[config.mk]
export PLATFORM = sky130hd
export DESIGN_NAME = ni_injector_flat
export DESIGN_NICKNAME = d
export VERILOG_FILES = /design/src/rtl/ni_injector_if.sv /design/src/rtl/ni_injector.sv /design/src/flat_wrapper.sv
export SDC_FILE = /design/constraint.sdc
export NUM_CORES = 1
export LEC_CHECK = 0
export BUFFER_PORTS_ARGS = -buffer_cell sky130_fd_sc_hd__buf_4
export CORE_MARGIN = 2
export CORE_UTILIZATION = 48
export DETAILED_ROUTE_END_ITERATION = 12
export PLACE_DENSITY_LB_ADDON = 0.15
export SYNTH_ARGS = -nofsm -noshare
export SYNTH_HDL_FRONTEND = slang
export SYNTH_SLANG_ARGS = --single-unit
export TNS_END_PERCENT = 30
[constraint.sdc]
create_clock -name i_clk -period 2 [get_ports i_clk]
set_clock_uncertainty 0.15 [all_clocks]
set_input_delay 0.4 -clock i_clk [delete_from_list [all_inputs] [get_ports i_clk]]
set_output_delay 0.4 -clock i_clk [all_outputs]
set_load 0.02 [all_outputs]
[src/rtl/ni_injector_if.sv]
// ni_injector_if: host descriptor/payload handshake and router LOCAL-port flit link of the NI injector.
interface ni_injector_if #(parameter int TAM_FLIT = 16);
    logic                i_req_valid;
    logic [TAM_FLIT-1:0] i_target;
    logic [TAM_FLIT-1:0] i_size;
    logic                o_req_ready;
    logic                i_pl_valid;
    logic [TAM_FLIT-1:0] i_pl_data;
    logic                o_pl_ready;
    logic                o_tx;
    logic [TAM_FLIT-1:0] o_data;
    logic                i_credit;
    logic                o_clk_tx;
    logic                o_busy;
    logic                o_pkt_done;
    logic                o_err;
    modport slave (
        input  i_req_valid, i_target, i_size, i_pl_valid, i_pl_data, i_credit,
        output o_req_ready, o_pl_ready, o_tx, o_data, o_clk_tx, o_busy, o_pkt_done, o_err
    );
    modport master (
        output i_req_valid, i_target, i_size, i_pl_valid, i_pl_data, i_credit,
        input  o_req_ready, o_pl_ready, o_tx, o_data, o_clk_tx, o_busy, o_pkt_done, o_err
    );
endinterface

[src/rtl/ni_injector.sv]
// ni_injector: turns a host descriptor plus payload stream into a header/size/payload flit packet.
// Defining NI_INJECTOR_PKT_CNT_EN adds the 16-bit o_pkt_count completed-packet counter.
module ni_injector #(
    parameter int TAM_FLIT = 16,
    parameter int MAX_SIZE = 255
) (
    input  logic i_clk,
    input  logic i_rst,
    ni_injector_if.slave bus
`ifdef NI_INJECTOR_PKT_CNT_EN
    ,
    output logic [15:0] o_pkt_count
`endif
);
    localparam logic [TAM_FLIT-1:0] MAX_LEN = TAM_FLIT'(MAX_SIZE);
    typedef enum logic [2:0] {IDLE, HEADER, SIZE, PAYLOAD, DONE} state_t;
    state_t              state;
    logic [TAM_FLIT-1:0] target_q, size_q, cnt;
    logic                err, busy, done, rdy, xfer;
    assign xfer            = bus.o_tx & bus.i_credit;
    assign bus.o_tx        = state == HEADER || state == SIZE || (state == PAYLOAD && bus.i_pl_valid);
    assign bus.o_data      = state == HEADER ? target_q : state == SIZE ? size_q :
                             state == PAYLOAD ? bus.i_pl_data : '0;
    assign bus.o_pl_ready  = state == PAYLOAD && bus.i_credit;
    assign bus.o_clk_tx    = i_clk;
    assign bus.o_err       = err;
    assign bus.o_busy      = busy;
    assign bus.o_pkt_done  = done;
    assign bus.o_req_ready = rdy;
    // busy/done/ready are registered alongside the state so they change only with it
    always_ff @(posedge i_clk or negedge i_rst) begin
        if (!i_rst) begin
            state    <= IDLE;
            target_q <= '0;
            size_q   <= '0;
            cnt      <= '0;
            err      <= 1'b0;
            busy     <= 1'b0;
            done     <= 1'b0;
            rdy      <= 1'b1;
        end else begin
            case (state)
                IDLE: if (bus.i_req_valid) begin
                    target_q <= bus.i_target;
                    size_q   <= bus.i_size;
                    if (bus.i_size <= MAX_LEN) begin
                        state <= HEADER;
                        busy  <= 1'b1;
                        rdy   <= 1'b0;
                    end else err <= 1'b1;
                end
                HEADER: if (xfer) state <= SIZE;
                SIZE: if (xfer) begin
                    cnt   <= size_q;
                    state <= size_q == '0 ? DONE : PAYLOAD;
                    done  <= size_q == '0;
                end
                PAYLOAD: if (xfer) begin
                    cnt <= cnt - 1'b1;
                    if (cnt == TAM_FLIT'(1)) begin
                        state <= DONE;
                        done  <= 1'b1;
                    end
                end
                default: begin
                    state <= IDLE;
                    done  <= 1'b0;
                    busy  <= 1'b0;
                    rdy   <= 1'b1;
                end
            endcase
        end
    end
`ifdef NI_INJECTOR_PKT_CNT_EN
    always_ff @(posedge i_clk or negedge i_rst) begin
        if (!i_rst) o_pkt_count <= '0;
        else if (state == DONE) o_pkt_count <= o_pkt_count + 16'd1;
    end
`endif
endmodule

[src/flat_wrapper.sv]
// flat-port wrapper written by rule: the top's interface ports become plain ports
module ni_injector_flat 
#(
    parameter int TAM_FLIT = 16,
    parameter int MAX_SIZE = 255
)
  (i_clk, i_rst, bus_i_req_valid, bus_i_target, bus_i_size, bus_i_pl_valid, bus_i_pl_data, bus_i_credit, bus_o_req_ready, bus_o_pl_ready, bus_o_tx, bus_o_data, bus_o_clk_tx, bus_o_busy, bus_o_pkt_done, bus_o_err);
  ni_injector_if #(.TAM_FLIT(TAM_FLIT)) bus_i ();
  input  logic i_clk;
  input  logic i_rst;
  input wire logic [$bits(bus_i.i_req_valid)-1:0] bus_i_req_valid;
  input wire logic [$bits(bus_i.i_target)-1:0] bus_i_target;
  input wire logic [$bits(bus_i.i_size)-1:0] bus_i_size;
  input wire logic [$bits(bus_i.i_pl_valid)-1:0] bus_i_pl_valid;
  input wire logic [$bits(bus_i.i_pl_data)-1:0] bus_i_pl_data;
  input wire logic [$bits(bus_i.i_credit)-1:0] bus_i_credit;
  output wire logic [$bits(bus_i.o_req_ready)-1:0] bus_o_req_ready;
  output wire logic [$bits(bus_i.o_pl_ready)-1:0] bus_o_pl_ready;
  output wire logic [$bits(bus_i.o_tx)-1:0] bus_o_tx;
  output wire logic [$bits(bus_i.o_data)-1:0] bus_o_data;
  output wire logic [$bits(bus_i.o_clk_tx)-1:0] bus_o_clk_tx;
  output wire logic [$bits(bus_i.o_busy)-1:0] bus_o_busy;
  output wire logic [$bits(bus_i.o_pkt_done)-1:0] bus_o_pkt_done;
  output wire logic [$bits(bus_i.o_err)-1:0] bus_o_err;
  assign bus_i.i_req_valid = bus_i_req_valid;
  assign bus_i.i_target = bus_i_target;
  assign bus_i.i_size = bus_i_size;
  assign bus_i.i_pl_valid = bus_i_pl_valid;
  assign bus_i.i_pl_data = bus_i_pl_data;
  assign bus_i.i_credit = bus_i_credit;
  assign bus_o_req_ready = bus_i.o_req_ready;
  assign bus_o_pl_ready = bus_i.o_pl_ready;
  assign bus_o_tx = bus_i.o_tx;
  assign bus_o_data = bus_i.o_data;
  assign bus_o_clk_tx = bus_i.o_clk_tx;
  assign bus_o_busy = bus_i.o_busy;
  assign bus_o_pkt_done = bus_i.o_pkt_done;
  assign bus_o_err = bus_i.o_err;
  ni_injector #(.TAM_FLIT(TAM_FLIT), .MAX_SIZE(MAX_SIZE)) u_core (.i_clk(i_clk), .i_rst(i_rst), .bus(bus_i));
endmodule
* Word level (Yosys, flattened, before mapping)
Index checks and enable logic that the tools add are counted.
** Storage, ports and cells
- Flip-flop bits (word level) :: 55
- Latch bits :: 0
- RAM bits :: 0
- Memory bits (read-only) :: 0
- Output and inout bits :: 23
- Memories kept :: 0
** Cells by class
- $add $sub $neg :: 1
- Multiply operators :: 0
- Div/mod/pow operators :: 0
- Order comparisons :: 1
- Equal/unequal tests :: 10
- Shift-type cells :: 0
- Multiplexer cells :: 24
- Bitwise gates (word level) :: 4
- Reductions and logical operators :: 15
** Operator list (number)
- $mux 16 :: 5
- $pmux 16 s2 :: 1
- $mux 3 :: 7
- $eq 16x1->1 const B :: 1
- $le 16x8->1 const B :: 1
- $logic_not 16->1 :: 1
- $sub 16x1->16 const B :: 1
- $pmux 3 s4 :: 1
- $reduce_and 3->1 :: 3
- $ne 2x1->1 const B :: 4
- $mux 1 :: 7
- $eq 3x2->1 const B :: 2
- $reduce_and 6->1 :: 1
- $ne 2x2->1 const B :: 2
- $pmux 1 s2 :: 2
- $reduce_and 4->1 :: 1
- $eq 3x1->1 const B :: 1
- $logic_not 3->1 :: 1
- $not 1->1 :: 3
- $pmux 1 s3 :: 1
- $reduce_or 3->1 :: 1
- $logic_and 1x1->1 :: 2
- $logic_or 1x1->1 :: 2
- $reduce_and 2->1 :: 1
- 3 further kinds :: 3

* Depth between registers and ports, before layout
Gate-level depths: netlist (run 1).
- Depth after elaboration :: 6
- Depth in mapped cells :: 7
- Mapped depth without buffers :: 7

==> impl_metrics.yaml, run 1 <==
final_layout:
  nets: 455
  design_area_sq_um: 4010
  post-route-util_pct: 63.9
  diodes: 0
  area_growth_pct: 30.7
  layout-drive-gt1-share_pct: 41.9
  fillers: 534
cts:
  cts_tree: "done"
  cts.clk_slew.worst_paths_ns: 0.10
  worstSkewPairLatency_ns: 0.42
die:
  ios: 76
  fp.dieW_um: 84.0
  dieArea_sq_um: 7060
  core_area_sq_um: 6280
  start_util_pct: 48.9
  rows: 29
  die_y_um: 84.0
grt:
  grt-ovfl-total: 0
  antenna_found_initial: 0
  grt_pass1_wl_um: 13200
  grt_pass1_vias: 2748
  grt_max_degree: 56
  grt_use_total_pct: 23.3
synthesis:
  synth-edff-count: 0
  yosysWarnings: 0
  seq_area_frac_synth_pct: 44.8
  synth_cell_types: 49
  avgSynthCellArea_sq_um: 9.91
  synth_area_sq_um: 3070
  synth_nets: 365
  synth_flop_cell: "dfrtp_1"
  ys_ff_latch: 55
  async_flop_share_pct: 100
  syn_inst: 310
pwr:
  peakVddDrop_mv: 1.06
  leakage_nw: 1.79
  power_density_nw_per_um2: 1670
  power_mw: 6.71
timing:
  slew_violations: 0
  timing.final.ws_setup_ns: -0.240
  rsz0062_at_grt: "true"
  maxSlewHeadroom_pct: 52.2
  hold_viol_final: 0
  setup_viol: 20
  period_needed_ns: 2.24
  timing.hold.ws_ns: 0.0543
  fin_crit_sh_pct: 112
  max_freq_ghz: 0.446
  tightest_slew_ns: 0.717
routing:
  first_pass_iters: 5
  post_drt_wl_per_cell_um: 16.4
  vias: 2737
  drc: 0
  route.final.wire_length_um: 7860
  drtIter0Drc: 248
  vias_per_cell: 5.73
  detail-route-antenna-nets: 0
critical_path:
  crit_type: "reg -> out"
  r2r-start: "u_core.cnt[1]"
  path_delay_family: "flip-flops"
  cp.required_ns: 1.45
  reg2reg_to: "u_core.cnt[8]"
  path_buf_inv: 3
  arrival_ns: 1.69
  critPathMaxStageDelay_ns: 0.47
  critPathLaunchType: "register"
  critPathSlowestCell: "dfrtp_2"
  path_max_fanout: 11
  cp.depth: 6
  r2r_slack_ns: -0.09
  path_cells: "clkinv_2 > nor2_2 > buf_6 > a21oi_1 > nor2_1 > buf_4"
  cp-end-kind: "output port"
  ff2ff_path_depth: 7
placed_design:
  placed_cell_area_sq_um: 3810
  routabilityCongestion: 0.887
  port_buffers: 75
  hpwlAfterDp_um: 5630
hold_path:
  hold-path-cell-count: 2
  hp-start: "bus_i_size[3]"
  min_to: "u_core.size_q[3]"
  holdCritPathClass: "in -> reg"
flow_run:
  drv_cap: 0
run_status:
  violations: "setup timing"
  outcome: "complete, but fails checks"
==> cells in the mapped netlist, types with 3 or more instances <==
master	n	area [sq um]
nand2_1	10	37.5
clkbuf_1	7	26.3
nor3_1	7	35.0
o211ai_1	3	22.5
nor2_1	45	169
inv_1	6	22.5
mux2i_1	16	160
nor4_1	8	50.1
mux2_2	33	372
o21ai_0	17	85.1
dfrtp_1	54	1350
and3_1	4	25.0
a21o_1	3	22.5
nand3_1	10	50.1
buf_2	6	30.0
clkbuf_8	3	41.3
a22oi_1	3	22.5
o22ai_1	5	31.3
a31oi_1	4	25.0
a21oi_1	31	155
==> registers in the layout (all words and copies together), names as in the netlist <==
register / flops
u_core.bus.o_pkt_done: 1
u_core.size_q: 16
u_core.bus.o_req_ready: 1
u_core.bus.o_busy: 1
u_core.target_q: 16
u_core.bus.o_err: 1
u_core.state: 3
u_core.cnt: 16
==> power breakdown <==
part           internal (mW)  leakage, nW  total (mW)  switching (mW)
sequential              1.65        0.645        2.21           0.562
clock                  0.398       0.0676       0.828           0.430
combinational           1.79         1.08        3.67            1.88
total                   3.83         1.79        6.71            2.87
==> worst reg2reg max path: stages (launching register included) <==
cell and delay (ns):
dfrtp_1 0.39, inv_1 0.07, ha_1 0.15, or4b_4 0.48
nor3_4 0.31, nand2_2 0.13, o32ai_2 0.21, a21oi_1 0.10
==> per-stage QoR <==
stage,setup slack (ns),cells,setup TNS [ns]
finish,-0.240,478,-3.40
global route,-0.303,478,-5.12
CTS,-0.200,478,-3.24
detailed placement,-0.0722,465,-0.150
global placement,-0.0232,465,-0.0287
floorplan,-0.0489,310,-0.394
==> cell type report <==
| type | instances | area (sq um) | area share (%) |
|---|---|---|---|
| Sequential cell | 55 | 1380 | 34.4 |
| Timing Repair Buffer | 98 | 786 | 19.6 |
| Clock inverter | 2 | 12.5 | 0.312 |
| Tap cell | 77 | 96.3 | 2.40 |
| Multi-Input combinational cell | 229 | 1590 | 39.6 |
| Inverter | 7 | 27.5 | 0.686 |
| Clock buffer | 10 | 121 | 3.02 |
==> cells in the final DEF (no fill, tap or decap), types with 6 or more instances in the layout <==
master / count
o21ai_0: 15
clkbuf_8: 8
buf_6: 6
buf_4: 90
a21oi_1: 28
dfrtp_1: 52
nand3_1: 9
nor2_1: 39
mux2i_1: 16
nor4_1: 8
nand2_1: 10
mux2_2: 33
nor3_1: 6
==> logic make-up (layout without fill, tap and decap cells) <==
kind of cell | Yosys count | in the layout | synth area share, %
and+or+nand+nor | 101 | 101 | 16.9
AOI/OAI and AO/OA | 77 | 77 | 15.1
DFF | 55 | 55 | 44.8
muxes | 49 | 49 | 17.3
buffers and inverters | 26 | 117 | 5.01
adders and majority gates | 2 | 2 | 0.815
==> worst max path at each step <==
stage                                end       startpoint  slack, ns
after floorplan           bus_o_data[13]  u_core.state[0]      -0.05
after global placement     u_core.cnt[8]    u_core.cnt[0]      -0.02
after detailed placement   u_core.cnt[8]    u_core.cnt[0]      -0.07
after CTS                  bus_o_data[6]  u_core.state[1]      -0.20
after global routing       bus_o_data[8]  u_core.state[1]      -0.30
final                      bus_o_data[6]  u_core.state[1]      -0.24
==> layer usage <==
layer	vias up	GRT usage [%]	share of wire, %
met5	-	0	0
met4	0	9.09	2.2
met3	14	5.74	7.1
met2	100	36.1	47
met1	1312	31.6	44
li1	1311	-	-
==> timing repair <==
| item | CTS | global route |
|---|---|---|
| resized for setup | 13 | 9 |
| endpoints found under the hold margin | 54 | 0 |
| setup buffers | 1 | 0 |
| hold buffers | 1 | 0 |
| pin swaps | 1 | 0 |
| endpoints found under the setup margin | 22 | 28 |
Power figures use the tool's default switching activity.
==> run 2, diff against run 1 <==
--- a/config.mk
+++ b/config.mk
@@ -9,7 +9,9 @@
 export CORE_MARGIN = 2
 export CORE_UTILIZATION = 48
 export DETAILED_ROUTE_END_ITERATION = 12
+export HOLD_SLACK_MARGIN = 0.08
 export PLACE_DENSITY_LB_ADDON = 0.15
+export SLEW_MARGIN = 10
 export SYNTH_ARGS = -nofsm -noshare
 export SYNTH_HDL_FRONTEND = slang
 export SYNTH_SLANG_ARGS = --single-unit
==> impl_metrics.yaml, run 2 (synthesis results as in run 1) <==
run_status:
  outcome: "complete, but fails checks"
  violations: "setup timing"
critical_path:
  crit_type: "reg -> out"
  reg2reg_to: "u_core.cnt[8]"
  path_max_fanout: 11
  r2r_slack_ns: -0.09
  critPathLaunchType: "register"
  cp-end-kind: "output port"
  r2r-start: "u_core.cnt[1]"
  ff2ff_path_depth: 7
  arrival_ns: 1.69
  cp.required_ns: 1.45
routing:
  drtIter0Drc: 325
  route.final.wire_length_um: 8620
  vias: 2876
  detail-route-antenna-nets: 0
  first_pass_iters: 5
  post_drt_wl_per_cell_um: 16.9
  vias_per_cell: 5.64
  drc: 0
die:
  die_y_um: 84.0
  fp.dieW_um: 84.0
  dieArea_sq_um: 7060
  core_area_sq_um: 6280
  ios: 76
  start_util_pct: 48.9
  rows: 29
final_layout:
  fillers: 476
  layout_common_cells: "buf_4, dfrtp_1, nor2_1, mux2_2, dlygate4sd3_1"
  area_growth_pct: 41.2
  reg.largest.list: "u_core.cnt x16, u_core.size_q x16, u_core.target_q x16"
  layout-drive-gt1-share_pct: 39.0
  nets: 487
  diodes: 0
  mostFrequentLayoutCell: "buf_4"
timing:
  timing.hold.ws_ns: 0.140
  slew_violations: 0
  maxSlewHeadroom_pct: 51.8
  tightest_slew_ns: 0.723
  hold_viol_final: 0
  timing.final.ws_setup_ns: -0.239
  rsz0062_at_grt: "true"
  period_needed_ns: 2.24
  fin_crit_sh_pct: 112
  setup_viol: 20
  max_freq_ghz: 0.447
grt:
  grt_pass1_vias: 2996
  grt_pass1_wl_um: 14300
  grt_max_degree: 56
  grt_use_total_pct: 25.5
  grt-ovfl-total: 0
  antenna_found_initial: 0
pwr:
  peakVddDrop_mv: 0.953
  power_density_nw_per_um2: 1570
  leakage_nw: 1.92
  power_mw: 6.82
hold_path:
  hold-path-cell-count: 3
  min_to: "u_core.bus.o_req_ready"
  holdCritPathClass: "in -> reg"
  hp-start: "bus_i_req_valid"
cts:
  cts_tree: "done"
  cts.clk_slew.worst_paths_ns: 0.10
  worstSkewPairLatency_ns: 0.41
placed_design:
  port_buffers: 75
  hpwlAfterDp_um: 5630
  routabilityCongestion: 0.887
flow_run:
  drv_cap: 0
==> run 2: worst max path at each step <==
stage | from | to | slack [ns] | cells past startpoint
after floorplan | u_core.state[0] | bus_o_data[13] | -0.05 | 5
after global placement | u_core.cnt[0] | u_core.cnt[8] | -0.02 | 7
after detailed placement | u_core.cnt[0] | u_core.cnt[8] | -0.07 | 7
after CTS | u_core.state[1] | bus_o_data[6] | -0.20 | 6
after global routing | u_core.state[1] | bus_o_data[8] | -0.30 | 6
final | u_core.state[1] | bus_o_data[6] | -0.24 | 6
==> run 2: routing by layer <==
layer  track usage, %  part of all wire [%]  up-vias
li1                 -                     -     1375
met1             32.9                    42     1372
met2             41.5                    49      106
met3             5.04                   6.0       23
met4             11.4                   2.5        0
met5                0                     0        -
==> run 2: per-stage QoR <==
stage	setup TNS (ns)	cells	area (sq um)	utilization [%]	setup WS, ns
after floorplan	-0.394	310	3080	-	-0.0489
after global placement	-0.0287	465	3810	60.7	-0.0232
after detailed placement	-0.150	465	3810	60.7	-0.0722
after CTS	-3.24	509	4290	68.4	-0.200
after global routing	-5.28	510	4340	69.1	-0.305
final	-3.47	510	4340	69.1	-0.239
==> run 2: final cells by class <==
cell class	instances	area, sq um	area share [%]
clock buffer	10	121	2.80
sequential	55	1380	31.8
tap	77	96.3	2.22
multi-input combinational	229	1590	36.7
clock inverter	2	12.5	0.288
inverter	7	27.5	0.635
timing repair buffer	130	1110	25.5
==> run 2: power by group <==
group / switching [mW] / internal, mW / total (mW) / leakage, nW
sequential: 0.568 / 1.65 / 2.22 / 0.645
clock: 0.430 / 0.399 / 0.829 / 0.0676
combinational: 1.94 / 1.83 / 3.77 / 1.21
==> run 2: repair_timing <==
action                                  in CTS  in global routing
endpoints found under the setup margin      22                 28
endpoints found under the hold margin       85                  1
pin swaps                                    1                  0
hold buffers                                32                  1
gates resized for setup                     13                 10
buffers inserted                             1                  0
cloned                                       0                  0
==> run 2: worst max-delay path, cell delays in order (launching register included) <==
cell	delay [ns]
dfrtp_2	0.46
clkinv_2	0.11
nor2_2	0.15
buf_6	0.17
a21oi_1	0.08
nor2_1	0.14
buf_4	0.16
